===== src/rtl/sma_fb_inv.sv =====
// Inverse feedback-form moving average: rebuilds samples from a stream of window sums
// via x[n] = s[n] - s[n-1] + x[n-TAPS], saturating and flagging when the result leaves DW range.
module sma_fb_inv #(
    parameter int DW   = 16,
    parameter int TAPS = 4,
    parameter int SW   = DW + $clog2(TAPS)
) (
    input  logic                 clk,
    input  logic                 rst,
    input  logic                 clr,
    input  logic                 s_valid,
    input  logic signed [SW-1:0] s,
    output logic                 x_valid,
    output logic signed [DW-1:0] x,
    output logic                 err,
    output logic                 state
);

    // state | meaning
    // RUN   | sums reconstruct in range
    // ERR   | a reconstruction saturated; sticky until clr or rst
    typedef enum logic {
        RUN = 1'b0,
        ERR = 1'b1
    } state_t;

    localparam logic signed [SW+1:0] XMAX = {{(SW+3-DW){1'b0}}, {(DW-1){1'b1}}};
    localparam logic signed [SW+1:0] XMIN = {{(SW+3-DW){1'b1}}, {(DW-1){1'b0}}};
    localparam logic [DW-1:0]        SAT_HI = {1'b0, {(DW-1){1'b1}}};
    localparam logic [DW-1:0]        SAT_LO = {1'b1, {(DW-1){1'b0}}};

    state_t             state_q;
    logic [SW-1:0]      s_prev;
    logic [DW-1:0]      h [TAPS];

    logic signed [SW:0]   d;
    logic signed [SW+1:0] h_ext;
    logic signed [SW+1:0] r;
    logic                 ovf_hi;
    logic                 ovf_lo;
    logic [DW-1:0]        x_next;

    always_comb begin
        d      = $signed({s[SW-1], s}) - $signed({s_prev[SW-1], s_prev});
        h_ext  = $signed({{(SW+2-DW){h[TAPS-1][DW-1]}}, h[TAPS-1]});
        r      = $signed({d[SW], d}) + h_ext;
        ovf_hi = (r > XMAX);
        ovf_lo = (r < XMIN);
        x_next = r[DW-1:0];
        if (ovf_hi)
            x_next = SAT_HI;
        else if (ovf_lo)
            x_next = SAT_LO;
    end

    always_ff @(posedge clk or negedge rst) begin
        if (!rst) begin
            state_q <= RUN;
            s_prev  <= '0;
            x       <= '0;
            x_valid <= 1'b0;
            err     <= 1'b0;
            for (int k = 0; k < TAPS; k++)
                h[k] <= '0;
        end else if (clr) begin
            state_q <= RUN;
            s_prev  <= '0;
            x       <= '0;
            x_valid <= 1'b0;
            err     <= 1'b0;
            for (int k = 0; k < TAPS; k++)
                h[k] <= '0;
        end else if (s_valid) begin
            s_prev  <= s;
            x       <= x_next;
            x_valid <= 1'b1;
            // History holds the value actually emitted, saturated or not.
            h[0]    <= x_next;
            for (int k = 1; k < TAPS; k++)
                h[k] <= h[k-1];
            if (ovf_hi || ovf_lo) begin
                state_q <= ERR;
                err     <= 1'b1;
            end
        end else begin
            x_valid <= 1'b0;
        end
    end

    assign state = state_q;

endmodule

===== config.mk =====
export PLATFORM = sky130hd
export DESIGN_NAME = sma_fb_inv
export DESIGN_NICKNAME = d
export VERILOG_FILES = /design/src/rtl/sma_fb_inv.sv
export SDC_FILE = /design/constraint.sdc
export NUM_CORES = 1
export LEC_CHECK = 0
export CORE_MARGIN = 1
export CORE_UTILIZATION = 50
export CTS_CLUSTER_DIAMETER = 50
export DETAILED_ROUTE_END_ITERATION = 16
export PLACE_DENSITY = 0.75
export REMOVE_ABC_BUFFERS = 1
export SYNTH_ARGS = -nofsm -noshare
export SYNTH_HDL_FRONTEND = slang
export SYNTH_SLANG_ARGS = --single-unit

===== constraint.sdc =====
create_clock -name clk -period 5.4 [get_ports clk]
set_input_delay 0.54 -clock clk [delete_from_list [all_inputs] [get_ports clk]]
set_output_delay 0.54 -clock clk [all_outputs]
set_load 0.05 [all_outputs]

# Word-level counts from Yosys, hierarchy flattened
# Index checks and enable logic that the tools add are counted.
# totals
reg_bits	100
input_bits	22
out_inout_bits	19
wordCells	29
# classes
n_addsub	2
n_lt_le_gt_ge	2
n_mux	13
n_reduce_logical	4
# ops
operator	count
64-bit 2-to-1 mux	2
16-bit 2-to-1 mux	4
18-bit 2-to-1 mux	2
19-bit by 16-bit adder with 20-bit output	1
20-bit by 16-bit greater-than comparator with 1-bit output, second input constant	1
20-bit by 16-bit < comparator with 1-bit output, second input constant	1
18-bit by 18-bit subtractor with 19-bit output	1
1-bit 2-to-1 mux	5
2-bit nonzero test	2
2-bit AND reduction	1
1-bit logical OR	1

# Longest topological paths before layout
# depth
word_depth	7
depth_mapped	14
depth_no_buf	13

# Least setup slack after synthesis
# No wires, ideal clock.
# synth_path
kind	in2reg
from	input port s[1]
to	register x[14]
setup_ps	126
arrival_ps	3510
t_required_ps	5274
slack_ps	1764
path_stages	11
path_buffers	1
path_cell_list	fa_1 > fa_1 > a21o_1 > a221oi_2 > o21a_1 > o31ai_1 > xor2_1 > o41a_1 > and2_4 > buf_4 > a221o_1
# synth_between
elab_chain_len	7
elab_cells_between_ends	8
classes_between	add/sub (2); order compare (2); mux (4)
# synth_lines
item	line	rtl
start, declared	12	input logic signed [SW-1:0] s,
18-bit by 18-bit subtractor with 19-bit output (*)	44	d = $signed({s[SW-1], s}) - $signed({s_prev[SW-1], s_prev});
19-bit by 16-bit adder with 20-bit output (*)	46	r = $signed({d[SW], d}) + h_ext;
20-bit by 16-bit < comparator with 1-bit output	48	ovf_lo = (r < XMIN);
16-bit 2-to-1 mux	52	else if (ovf_lo)
16-bit 2-to-1 mux (*)	50	if (ovf_hi)
16-bit 2-to-1 mux (*)	73	end else if (s_valid) begin
16-bit 2-to-1 mux (*)	65	end else if (clr) begin
end signal, assigned	75	x <= x_next;
end, declared	14	output logic signed [DW-1:0] x,
# Mark *: on every way between the ends. The rest lies on a longest branch, timed or not. The select of a mux whose other input is x is not followed.
# A chain may end at the register's enable or synchronous reset.

# Worst setup path in the final report
# layout_path
from	input port s[4]
to	register x[7]
# The elaborated chain is that of the path after synthesis.

==> results.ini <==
[outcome]
status = finished clean

[cts]
cts-resized-gates = 0
postCtsSetupBuffers = 0
tritoncts = built
max-clock-path-buffers = 2
clk_latency_ns = 0.36
cts_made_buffers = 9
cts-root-buf = clkbuf_8
cts_num_sinks = 84
h-tree-depth = 3
clk_pin_slew_ns = 0.09
cts_hold_buf = 0

[pwr]
p_leak_nw = 2.86
combPwrFrac_pct = 32.1
power-per-cell-area_mw_per_mm2 = 339
seqPwrFrac_pct = 38.5
p_switching_mw = 0.649
power.total_mw = 1.91
intPower_mw = 1.26
peakVddDrop_mv = 0.158
switching_share_pct = 33.9
p_clk_share_pct = 29.4

[timing]
drv_slew = 0
hold_ws_ns = 0.359
hold_violations = 0
final-setup-viol-count = 0
period_needed_ns = 3.96
rsz0062_at_grt = no
relSlewSlack_pct = 29.7
finalCritPeriodShare_pct = 73.4
max_freq_ghz = 0.252
clock_skew_ns = 0.0104
worst_slack_ns = 1.44
worst_pin_slew_ns = 1.05
fin_setup_tns_ns = 0

[grt]
antenna_found_initial = 0
overflow = 0
grt_pass1_vias = 3306
grt_max_degree = 85
track_usage_pct = 19.8
grt_pass1_wl_um = 16000

[critical_path]
worstPathRequired_ns = 5.64
critPathKind = input pin to register
critPathMaxStageDelay_ns = 0.53
worstSetupEndpointType = register
worstPathMaxFanout = 13
start_kind = input pin
critPathMostFrequentCell = inv_1
worstPathArrival_ns = 4.21
cp_cell_sequence = clkdlybuf4s50_1 > inv_1 > fa_1 > inv_1 > ha_1 > a21o_1 > a221oi_2 > o21a_1 > o31ai_1 > xor2_1 > o41a_1 > and2_4 > a221o_1
cp_slowest_cell = fa_1

[synth]
synth_top_area_cell = dfrtp_1
synth.avg_cell_area_um2 = 10.3
syn_area_mm2 = 0.00503
ys_warn_count = 0
ys_seq_area_share_pct = 41.8
async_flop_share_pct = 100
synth_ff_type = dfrtp_1
netlist-cell-type-count = 48
synth-edff-count = 0
synthCells = 486
synth_top_cell_area_share_pct = 41.8
synth_area_leaders = dfrtp_1 (42%), mux2i_1 (13%), fa_1 (7.2%)
synth.most_common_cell = dfrtp_1
synth_common_cells = dfrtp_1 (84), nor2_1 (74), inv_1 (68)
yosys_register_bits = 84

[finish]
final_cell_area_mm2 = 0.00564
syn_to_final_growth_pct = 12.1
drive_gt1_share_pct = 6.52
n_antenna_cell = 0
nNetsFinal = 561
layout.cells.non_filler = 639
utilization_pct = 57.7

[routing]
wl_um = 9380
vias_per_cell = 5.27
drc = 0
first_pass_iters = 6
drtIter0Drc = 109
ant_nets = 0
wl_per_cell_um = 14.7
vias = 3365

[die]
die-area_mm2 = 0.0105
die-height_um = 102
die_x_um = 102
coreArea_mm2 = 0.00977
ioPinCount = 41
initial_core_util_pct = 51.5
rows = 36

[run]
maxCapViolCount = 0

[placement]
place_inst = 623
place_congestion = 0.922
post-dp-hpwl_um = 6690
port_buffers = 40
place_ws_ns = 1.08
placed_cell_area_mm2 = 0.00538

[min_path]
hold_class = input pin to async pin

final timing paths:
check,depth (start not counted),from,to,slack (ns)
max in group asynchronous,1,rst,s_prev[14],4.36
max,13,s[4],x[7],1.44
min in group clk,2,h[13],h[13],0.52
min reg2reg,2,h[13],h[13],0.52
min,1,rst,h[32],0.36
max reg2reg,11,s_prev[1],x[7],1.74
cell usage in the layout (no fill, tap or decap), types with 2 or more instances in the layout:
cell type / n
dfrtp_1: 84
a2111oi_2: 2
nor2_1: 74
nand3_1: 4
a21oi_1: 14
a21o_1: 8
fa_1: 18
and2_4: 2
ha_1: 20
nor4_1: 2
xor2_1: 6
a211oi_1: 5
bufinv_16: 3
xnor2_1: 8
and3_1: 4
o21a_1: 3
nor3_1: 4
a41o_1: 2
and4_4: 2
a221o_1: 13
nor2b_1: 2
inv_1: 68
clkbuf_8: 11
a41oi_1: 2
nand2_1: 8
mux2i_1: 67
o21ai_0: 8
buf_4: 4
clkdlybuf4s50_1: 37
registers in the layout (all words and copies together), names as in the netlist:
| signal | flops |
|---|---|
| x_valid | 1 |
| x | 16 |
| s_prev | 18 |
| state | 1 |
| h | 48 |
layout make-up:
type                       instances  area, µm²
fill                             827       4130
multi-input combinational        296       2450
sequential                        84       2100
timing repair buffer              42        405
inverter                          68        255
tap                              133        166
clock buffer                      11        151
clock inverter                     5        106
cell families (layout without fill, tap and decap cells):
family	Yosys count	count (layout)	share of synthesized area [%]
AO/OA/AOI/OAI	69	69	11.2
XOR/XNOR	14	14	2.44
adder cells (fa/ha/maj)	38	38	12.1
buffers and inverters	106	126	9.43
flip-flops	84	84	41.8
multiplexers	67	67	13.3
AND/OR/NAND/NOR	108	108	9.63
power groups by stage:
stage / combinational [mW] / clock [mW] / sequential [mW]
global route: 0.672 / 0.601 / 0.745
floorplan: 0.316 / 0 / 0.847
global placement: 0.603 / 0 / 0.747
CTS: 0.617 / 0.575 / 0.737
finish: 0.615 / 0.563 / 0.737
detailed placement: 0.614 / 0 / 0.747
layer usage:
layer,wire length [µm],global-route usage [%]
met5,0,0
met4,129,8.02
met3,306,2.87
met2,4280,30.0
met1,4670,28.6
worst max-delay path, delay by kind of cell:
| family | cells | cell delay (ns) |
|---|---|---|
| and+or+nand+nor | 1 | 0.24 |
| buffers and inverters | 3 | 0.61 |
| AOI/OAI and AO/OA | 6 | 1.77 |
| adders and majority gates | 2 | 0.87 |
| xor gates and xnor gates | 1 | 0.18 |
Power figures use the tool's default switching activity.
